## src/rtl/booth_pkg.sv

```systemverilog
// Shared types for the radix-4 Booth multiplier family: FSM states, the
// signed Booth digit code and the triplet-to-digit decoder.
package booth_pkg;

  typedef enum logic [1:0] {
    IDLE,
    RUN,
    DONE
  } state_t;

  // Signed digit code; bit 2 doubles as the "subtract" flag
  typedef logic signed [2:0] booth_digit_t;

  localparam booth_digit_t DIG_ZERO = 3'sb000;
  localparam booth_digit_t DIG_P1   = 3'sb001;
  localparam booth_digit_t DIG_P2   = 3'sb010;
  localparam booth_digit_t DIG_M1   = 3'sb111;
  localparam booth_digit_t DIG_M2   = 3'sb110;

  function automatic booth_digit_t booth_decode(input logic [2:0] trip);
    booth_digit_t d;
    case (trip)
      3'b001, 3'b010: d = DIG_P1;
      3'b011:         d = DIG_P2;
      3'b100:         d = DIG_M2;
      3'b101, 3'b110: d = DIG_M1;
      default:        d = DIG_ZERO;
    endcase
    return d;
  endfunction

endpackage

```

## src/rtl/booth_r4_digit.sv

```systemverilog
// One radix-4 Booth digit: selects 0, A or 2A from a multiplier triplet and
// flags whether the selected multiple must be subtracted.
module booth_r4_digit
  import booth_pkg::*;
#(
  parameter int EW = 10
) (
  input  logic [2:0]    i_trip,
  input  logic [EW-1:0] i_a,
  output logic [EW-1:0] o_mult,
  output logic          o_neg
);

  booth_digit_t w_dig;

  // 2A is produced modulo 2^EW; callers size EW with enough headroom.
  always_comb begin
    w_dig = booth_decode(i_trip);
    o_neg = w_dig[2];
    case (w_dig)
      DIG_P1, DIG_M1: o_mult = i_a;
      DIG_P2, DIG_M2: o_mult = {i_a[EW-2:0], 1'b0};
      default:        o_mult = '0;
    endcase
  end

endmodule

```

## src/rtl/booth_seq_mult.sv

```systemverilog
// Sequential radix-4 Booth multiplier: one Booth digit per clock,
// signed/unsigned per operation, Start/Done handshake.
module booth_seq_mult
  import booth_pkg::*;
#(
  parameter int WIDTH = 8
) (
  input  logic                 Clk,
  input  logic                 Reset,
  input  logic                 Start,
  input  logic                 Signed,
  input  logic [WIDTH-1:0]     A,
  input  logic [WIDTH-1:0]     B,
  output logic                 Busy,
  output logic                 Done,
  output logic [2*WIDTH-1:0]   Z
);

  localparam int NDIG = WIDTH / 2 + 1;
  localparam int EW   = WIDTH + 2;
  localparam int AW   = 2 * WIDTH + 4;
  localparam int CW   = $clog2(NDIG);

  state_t               r_state;
  state_t               w_next;
  logic [CW-1:0]        r_cnt;
  logic [EW-1:0]        r_a;
  logic [EW:0]          r_b;
  logic [AW-1:0]        r_acc;
  logic [2*WIDTH-1:0]   r_z;

  logic                 w_load;
  logic                 w_last;
  logic [EW-1:0]        w_a_ext;
  logic [EW-1:0]        w_b_ext;
  logic [EW-1:0]        w_mult;
  logic                 w_neg;
  logic [EW-1:0]        w_hi;
  logic [AW-1:0]        w_sum;
  logic [AW-1:0]        w_acc_nxt;

  assign w_a_ext = Signed ? {{2{A[WIDTH-1]}}, A} : {2'b00, A};
  assign w_b_ext = Signed ? {{2{B[WIDTH-1]}}, B} : {2'b00, B};
  assign w_last  = (r_cnt == CW'(NDIG - 1));

  booth_r4_digit #(
    .EW (EW)
  ) u_digit (
    .i_trip (r_b[2:0]),
    .i_a    (r_a),
    .o_mult (w_mult),
    .o_neg  (w_neg)
  );

  // Digit lands at bit EW (= 2*NDIG), so after NDIG shifts-by-2 the
  // accumulator holds the exact product; partial sums never exceed AW-1
  // signed bits, and the low field is untouched by the add.
  assign w_hi      = r_acc[AW-1 -: EW] + (w_neg ? ~w_mult : w_mult) + EW'(w_neg);
  assign w_sum     = {w_hi, r_acc[EW-1:0]};
  assign w_acc_nxt = AW'($signed(w_sum) >>> 2);

  always_comb begin
    w_next = r_state;
    w_load = 1'b0;
    Busy   = 1'b0;
    Done   = 1'b0;
    case (r_state)
      IDLE: begin
        if (Start) begin
          w_load = 1'b1;
          w_next = RUN;
        end
      end
      RUN: begin
        Busy = 1'b1;
        if (w_last) w_next = DONE;
      end
      DONE: begin
        Done = 1'b1;
        if (Start) begin
          w_load = 1'b1;
          w_next = RUN;
        end else begin
          w_next = IDLE;
        end
      end
      default: w_next = IDLE;
    endcase
  end

  always_ff @(posedge Clk) begin
    if (Reset) begin
      r_state <= IDLE;
      r_cnt   <= '0;
      r_a     <= '0;
      r_b     <= '0;
      r_acc   <= '0;
      r_z     <= '0;
    end else begin
      r_state <= w_next;
      if (w_load) begin
        r_a   <= w_a_ext;
        r_b   <= {w_b_ext, 1'b0};
        r_acc <= '0;
        r_cnt <= '0;
      end else if (r_state == RUN) begin
        r_acc <= w_acc_nxt;
        r_b   <= {2'b00, r_b[EW:2]};
        if (w_last) begin
          r_z <= w_acc_nxt[2*WIDTH-1:0];
        end else begin
          r_cnt <= r_cnt + 1'b1;
        end
      end
    end
  end

  assign Z = r_z;

endmodule

```

## config.mk

```make
export PLATFORM = sky130hd
export DESIGN_NAME = booth_seq_mult
export DESIGN_NICKNAME = d
export VERILOG_FILES = /design/src/rtl/booth_pkg.sv /design/src/rtl/booth_r4_digit.sv /design/src/rtl/booth_seq_mult.sv
export SDC_FILE = /design/constraint.sdc
export NUM_CORES = 1
export LEC_CHECK = 0
export CAP_MARGIN = 5
export CORE_ASPECT_RATIO = 1.5
export CORE_MARGIN = 10
export CORE_UTILIZATION = 59
export CTS_BUF_LIST = sky130_fd_sc_hd__clkbuf_4 sky130_fd_sc_hd__clkbuf_8 sky130_fd_sc_hd__clkbuf_16
export CTS_CLUSTER_SIZE = 10
export DETAILED_ROUTE_END_ITERATION = 8
export PLACE_DENSITY = 0.84
export SLEW_MARGIN = 40
export SYNTH_ARGS = -nofsm -noshare
export SYNTH_HDL_FRONTEND = slang
export SYNTH_HIERARCHICAL = 1
export SYNTH_SLANG_ARGS = --single-unit
```

## constraint.sdc

```tcl
create_clock -name Clk -period 3.9 [get_ports Clk]
set_input_delay 0.39 -clock Clk [delete_from_list [all_inputs] [get_ports Clk]]
set_output_delay 0.39 -clock Clk [all_outputs]
set_load 0.005 [all_outputs]
```

==> metrics.md <==
| Metric | Value |
|---|---|
| FMAX | `331 MHz` |
| Unrepaired setup endpoints after global routing | `false` |
| Routability-driven placement congestion ratio | `0.928` |
| First-pass GRT wire length | `10,300 um` |
| Skew-Pair Late Insertion Delay | `0.31 ns` |
| Critical path launch point type | `flip-flop` |
| Quantity of I/O buffers inserted on ports | `37` |
| Count of boundary I/O pins | `38` |
| Crit path setup slack, layout | `0.882 ns` |
| TritonCTS clock tree | `built` |
| Final Max Tran Viols | `0` |
| Largest net degree at the start of global routing | `40` |
| Distinct cells, synth | `46` |
| Critical path arrival | `3.25 ns` |
| Number of nets in the final layout | `420` |
| Most frequent CP cell | `o211ai_1` |
| Worst Clk Skew | `0.0108 ns` |
| Worst Path Class, Setup | `reg2reg` |
| Antenna diode count | `0` |
| CTS Root Cell | `clkbuf_8` |
| Critical Path, Cell by Cell | `a21boi_1 > buf_4 > xor2_1 > ha_1 > a21oi_1 > o211ai_1 > o211ai_1 > a211oi_1 > o21ai_0 > o31ai_1` |
| Post-Synthesis Cells | `361` |
| Total wire length | `6190 um` |
| Mean Syn Cell Area | `8.12 um^2` |
| Worst rel slew slack | `0.487` |
| Core outline area | `4810 um^2` |
| Critical path endpoint | `r_acc[17]` |
| Final HPWL DP | `4570 um` |
| Die footprint | `8250 um^2` |
| Total negative setup slack | `0 ns` |
| Vias after detailed routing | `2,552` |
| Share of the yosys chip area belonging to registers | `0.382` |
| Worst reg2reg startpoint | `r_b[1]` |
| Slowest CP cell | `dfxtp_1` |
| Cell area reported after detailed placement | `3310 um^2` |
| Type of destination of the critical path | `flip-flop` |
| Deepest clock path buffer count | `2` |
| Sink count of the clock tree | `56` |
| Leading cell type in the layout, fill and taps excluded | `nand2_1` |
| Number of register bits inferred by synthesis | `56` |
| Post-DR wirelength/cell | `13.6 um` |
| Number of buffers created by CTS | `5` |
| Share of layout cells above drive strength 1 | `0.0615` |
| Setup Slack @ Placement | `0.946 ns` |
| First DRT Iteration DRCs | `152` |
| Max rail drop VDD | `222 uV` |
| CTS HTree Levels | `2` |
| Worst hold path class | `reg2reg` |
| Starting density of the core | `0.610` |
| Endpoint of the worst-slack reg-to-reg timing path | `r_acc[17]` |
| Post-detailed-route count of antenna-violating nets | `0` |
| Overall power of the completed layout | `1.12 mW` |
| Post-synth net total | `392` |
| Origin of the worst setup path | `r_b[1]` |
| Final setup vio count | `0` |
| Overall overflow remaining after global route | `0` |
| Overall Global Routing Usage | `0.145` |
| Die X | `77.6 um` |
| FP Rows | `31` |
| Final Instance Area | `3410 um^2` |
| Area growth syn-to-layout | `16.3%` |
| Hold-fix buffer count after cts | `0` |
| Number of hold violations in the final report | `0` |
| Remaining DRCs | `0` |
| Least-Margin Pin Slew | `0.769 ns` |
| Count of cells resized by post-cts repair | `0` |
| Vias per Instance | `5.60` |
| Initial antenna violation count | `0` |
| Required time at the worst-slack endpoint | `4.13 ns` |
| Clock transition at the register clock pins on the worst setup and hold paths after CTS | `0.10 ns` |
| Slowest stage delay, CP | `0.81 ns` |
| YS warnings | `6` |
| Status | `completed` |
| Power density over cell area | `328 nW/um^2` |
| Leak | `1.27 nW` |
| Share of the cycle needed by the critical path after routing | `0.774` |
| Post-CTS Repair Setup Buffers | `0` |
| Height of the chip | `106 um` |
| Leading cell types in the layout, fill and taps excluded | `nand2_1, dfxtp_1, a21oi_1` |
| Number of global-route vias before repair | `2,404` |
| Post-layout min period | `3.02 ns` |
| Reg-to-reg setup timing slack | `0.88 ns` |
| Maximum fanout along the worst path | `27` |
| Number of maximum-capacitance violations | `0` |
| Post-synthesis instance area | `2930 um^2` |
| Number of stages on the worst hold path | `2` |
| Number of iterations in the first detailed-routing pass | `4` |
| Worst r2r path cells | `10` |
[report_power, final]
group / switching, mW / internal (mW)
Sequential: 0.0190 / 0.589
Clock: 0.182 / 0.152
Combinational: 0.100 / 0.0757
[layout make-up]
| class | instances | area [um^2] |
|---|---|---|
| clock buffer | 7 | 90.1 |
| tap | 66 | 82.6 |
| clock inverter | 1 | 7.51 |
| fill | 428 | 1400 |
| inverter | 5 | 18.8 |
| sequential | 56 | 1120 |
| multi-input combinational | 276 | 1660 |
| timing repair buffer | 45 | 430 |
[Yosys cell counts (all sizes together)]
library cell	instances	share of area
o31ai	3	0.0094
xnor2	6	0.018
and4b	1	0.0034
o2bb2ai	1	0.0051
nand3b	20	0.055
or3	1	0.0021
a32oi	10	0.030
and3	2	0.0043
nor2b	2	0.0043
and4	1	0.0030
nand3	8	0.015
xor2	12	0.036
or2b	1	0.0026
a21oi	57	0.099
nand4	2	0.0043
o211ai	2	0.0051
a211oi	5	0.013
dfxtp	56	0.38
a22oi	6	0.015
nand2	81	0.10
a31oi	3	0.0064
clkbuf	8	0.010
nor3	2	0.0034
inv	5	0.0064
o21bai	1	0.0026
a21boi	1	0.0026
nor4	1	0.0021
mux2	1	0.0051
o21a	1	0.0026
fa	1	0.0068
a21o	4	0.010
buf	16	0.036
o21ai	5	0.0085
nand2b	11	0.023
and2	1	0.0021
nor2	13	0.017
ha	10	0.043
[worst max-delay path: cells and delay by family, from the launching register on]
kind	cells	cell delay [ns]
AO/OA/AOI/OAI	7	1.31
XOR/XNOR	1	0.16
adder cells (fa/ha/maj)	1	0.39
buffers and inverters	1	0.25
flip-flops	1	0.81
[per-stage QoR]
stage / instances / hold slack (ns) / utilization
floorplan: 361 / 0.432 / -
global placement: 448 / 0.441 / 0.688
detailed placement: 448 / 0.446 / 0.688
CTS: 456 / 0.459 / 0.709
global route: 456 / 0.482 / 0.709
finish: 456 / 0.459 / 0.709
[kinds of logic after synthesis]
kind of cell / Yosys count / synth area share
compound gates: 99 / 0.209
fa+ha+maj: 11 / 0.0495
mux: 1 / 0.00512
buf+inv: 29 / 0.0529
flops: 56 / 0.382
xor+xnor: 18 / 0.0538
simple gates: 147 / 0.247
[per-layer routing]
metal	vias up	GRT usage	routed length, um
met5	-	0	0
met4	0	0.0524	137
met3	12	0.0329	247
met2	52	0.279	3180
met1	1177	0.147	2620
li1	1311	-	-
[worst min-delay path by stage]
stage,slack (ns),from,endpoint
finish,0.46,Z[5],Z[5]
global route,0.48,r_acc[3],Z[1]
CTS,0.46,Z[5],Z[5]
detailed placement,0.45,Z[5],Z[5]
global placement,0.44,Z[4],Z[4]
floorplan,0.43,r_acc[2],Z[0]
[registers in the layout (all words and copies together), names as in the netlist]
register	flops
r_b	10
r_cnt	3
r_acc	16
r_state	2
Z	16
r_a	9
Note: power is estimated with default switching activity, not from simulation.
==> RTL change: new RTL, config.mk and constraints unchanged <==
Change the parameter `WIDTH` from 8 to 32.
--- a/src/rtl/booth_seq_mult.sv
+++ b/src/rtl/booth_seq_mult.sv
@@ -4,5 +4,5 @@
   import booth_pkg::*;
 #(
-  parameter int WIDTH = 8
+  parameter int WIDTH = 32
 ) (
   input  logic                 Clk,
Interface: changed (resized A, B and Z); port bits go from 38 to 134. The function was not compared with the original's and may differ.
==> RTL change against the original RTL <==
Sequential cell count increased by 146; clock power increased to 5.7 times the old value; design area increased to 3.7 times the old value; cell count increased to 3.6 times the old value; via count increased to 3.9 times the old value; power increased to 4.2 times the old value; largest power group unchanged; area after synthesis increased to 3.6 times the old value; wire length increased to 4.4 times the old value; worst setup slack got worse by 0.69 ns; synthesized cell count increased to 3.8 times the old value.
==> RTL change: results (changes against the original RTL) <==
Final Non-Filler Cells: 1,660 (was 456)
Post-synth top cells: nand2_1 (341), a21oi_1 (242), dfxtp_1 (202) (was nand2_1 (81), a21oi_1 (56), dfxtp_1 (56))
Pre-CTS setup slack: 0.244 ns (was 0.946 ns)
RD Place Congestion: 0.942 (was 0.928)
Worst reg2reg startpoint: r_b[0]$_SDFFE_PP0P_ (was r_b[1]$_SDFFE_PP0P_)
Initial antenna violation count: 0 (unchanged)
Ranking of synthesized cells by area: dfxtp_1 (38%), nand2_1 (12%), a21oi_1 (11%) (was dfxtp_1 (38%), nand2_1 (10%), a21oi_1 (9.6%))
Worst setup path end: r_acc[64]$_SDFFE_PP0P_ (was r_acc[17]$_SDFFE_PP0P_)
Number of vias per cell: 5.96 (was 5.60)
Seq/Total Area, Yosys: 37.8% (was 38.2%)
Avg WL per Cell: 16.4 um (was 13.6 um)
Initial DRC count: 647 (was 152)
CP Class: reg2reg (unchanged)
Worst VDD drop: 0.000309 V (was 0.000222 V)
GRT Util Overall: 21.9% (was 14.5%)
Placed Cells: 1,633 (was 448)
Synth async-reset ratio: 0% (unchanged)
Root buffer cell: clkbuf_16 (was clkbuf_8)
Reg2Reg Depth: 12 (was 10)
Vias in the first global route: 9,238 (was 2,404)
Critical R2R Capture: r_acc[64]$_SDFFE_PP0P_ (was r_acc[17]$_SDFFE_PP0P_)
FILL cells: 1,533 (was 428)
Pleak: 4.59 nW (was 1.27 nW)
Mapped Nets: 1,479 (was 392)
CTS buffer count: 24 (was 5)
Synthesized area per cell: 7.77 um^2 (was 8.12 um^2)
Status: finished, final reports clean (unchanged)
Final worst path period share: 95.1% (was 77.4%)
Dpl hpwl: 19,200 um (was 4570 um)
Global-route wire length before repair: 44,300 um (was 10,300 um)
Min-delay worst type: in2reg (was reg2reg)
Pin count of the biggest net entering global routing: 89 (was 40)
Clock buffer depth: 3 (was 2)
Layout cell share with drive strength beyond 1: 5.13% (was 6.15%)
Post-CTS Setup Inserts: 0 (unchanged)
Worst-path fanout max: 11 (was 27)
Clk_skew: 0.0196 ns (was 0.0108 ns)
CTS H-tree lvls: 1 (was 2)
Clk Latency, worst-skew pair: 0.52 ns (was 0.31 ns)
Critical Path AT: 4.15 ns (was 3.25 ns)
Synth cell types: 63 (was 46)
Clock-pin slew on the worst setup and hold paths: 0.06 ns (was 0.10 ns)
Synthesis warning total: 6 (unchanged)
Router iterations before antenna repair: 6 (was 4)
Diode count: 0 (unchanged)
PortBufs: 133 (was 37)
Maxcap violations: 0 (unchanged)
Relative slew margins: 49.1% (was 48.7%)
RTL change: cell types whose count changed after synthesis, moves of 25 or more:
cell / before / now
nand2_1: 81 / 341
nor2_1: 12 / 37
nand2b_1: 11 / 37
clkbuf_1: 8 / 73
nand3b_1: 19 / 70
a21oi_1: 56 / 242
dfxtp_1: 56 / 202
xor2_1: 12 / 47
RTL change: critical path, stage by stage (launching register included):
cell      delay [ns]
dfxtp_2         0.46
xor2_1          0.15
and2_1          0.23
mux2_2          0.40
fa_1            0.43
a211oi_1        0.40
nor4b_1         0.13
a211oi_2        0.33
nor4_2          0.10
nor4_2          0.45
o21a_1          0.28
o21ai_0         0.10
o211ai_1        0.17
RTL change: worst min path at each step:
stage,startpoint,end,slack [ns],cells past startpoint
floorplan,r_acc[2]$_SDFFE_PP0P_,Z[0]$_SDFFE_PP0P_,0.43,2
global placement,Z[43]$_SDFFE_PP0P_,Z[43]$_SDFFE_PP0P_,0.44,2
detailed placement,Z[29]$_SDFFE_PP0P_,Z[29]$_SDFFE_PP0P_,0.45,2
CTS,Reset,Z[50]$_SDFFE_PP0P_,0.35,2
global route,Reset,Z[19]$_SDFFE_PP0P_,0.41,2
finish,Reset,Z[50]$_SDFFE_PP0P_,0.37,2
RTL change: kinds of logic after synthesis:
logic type,share of synthesized area (%)
DFF,37.8
and+or+nand+nor,24.9
AOI/OAI and AO/OA,21.9
muxes,0.293
xor gates and xnor gates,5.33
adders and majority gates,4.17
buffers and inverters,5.48
RTL change: what timing repair did:
action | CTS | global route
gates resized for setup | 0 | 4
setup endpoints to repair | 0 | 11
endpoints found under the hold margin | 0 | 0
RTL change: stage by stage:
stage	hold slack (ns)	area [um^2]	util (%)
after floorplan	0.432	10700	-
after global placement	0.442	11900	66.8
after detailed placement	0.446	11900	66.8
after CTS	0.346	12600	70.3
after global routing	0.406	12600	70.5
final	0.373	12600	70.5
RTL change: metal layers:
metal	global-route usage (%)	vias to the layer above	wire (um)
met1	25.9	4625	11200
met2	39.5	275	13900
li1	-	4925	-
met3	2.55	64	1220
met4	7.58	0	907
met5	0	-	0
RTL change: layout make-up:
cell class | count | area share (%)
multi-input cells | 1056 | 48.4
well taps | 217 | 2.15
clock buffers | 24 | 4.77
clock inverters | 2 | 0.199
inverters | 4 | 0.129
repair buffers | 155 | 12.2
flip-flops and latches | 202 | 32.1
RTL change: where the power goes:
part / internal (mW) / total, mW / switching, mW
registers: 2.12 / 2.18 / 0.0573
logic: 0.265 / 0.661 / 0.396
clock network: 1.09 / 1.89 / 0.809
total: 3.48 / 4.74 / 1.26
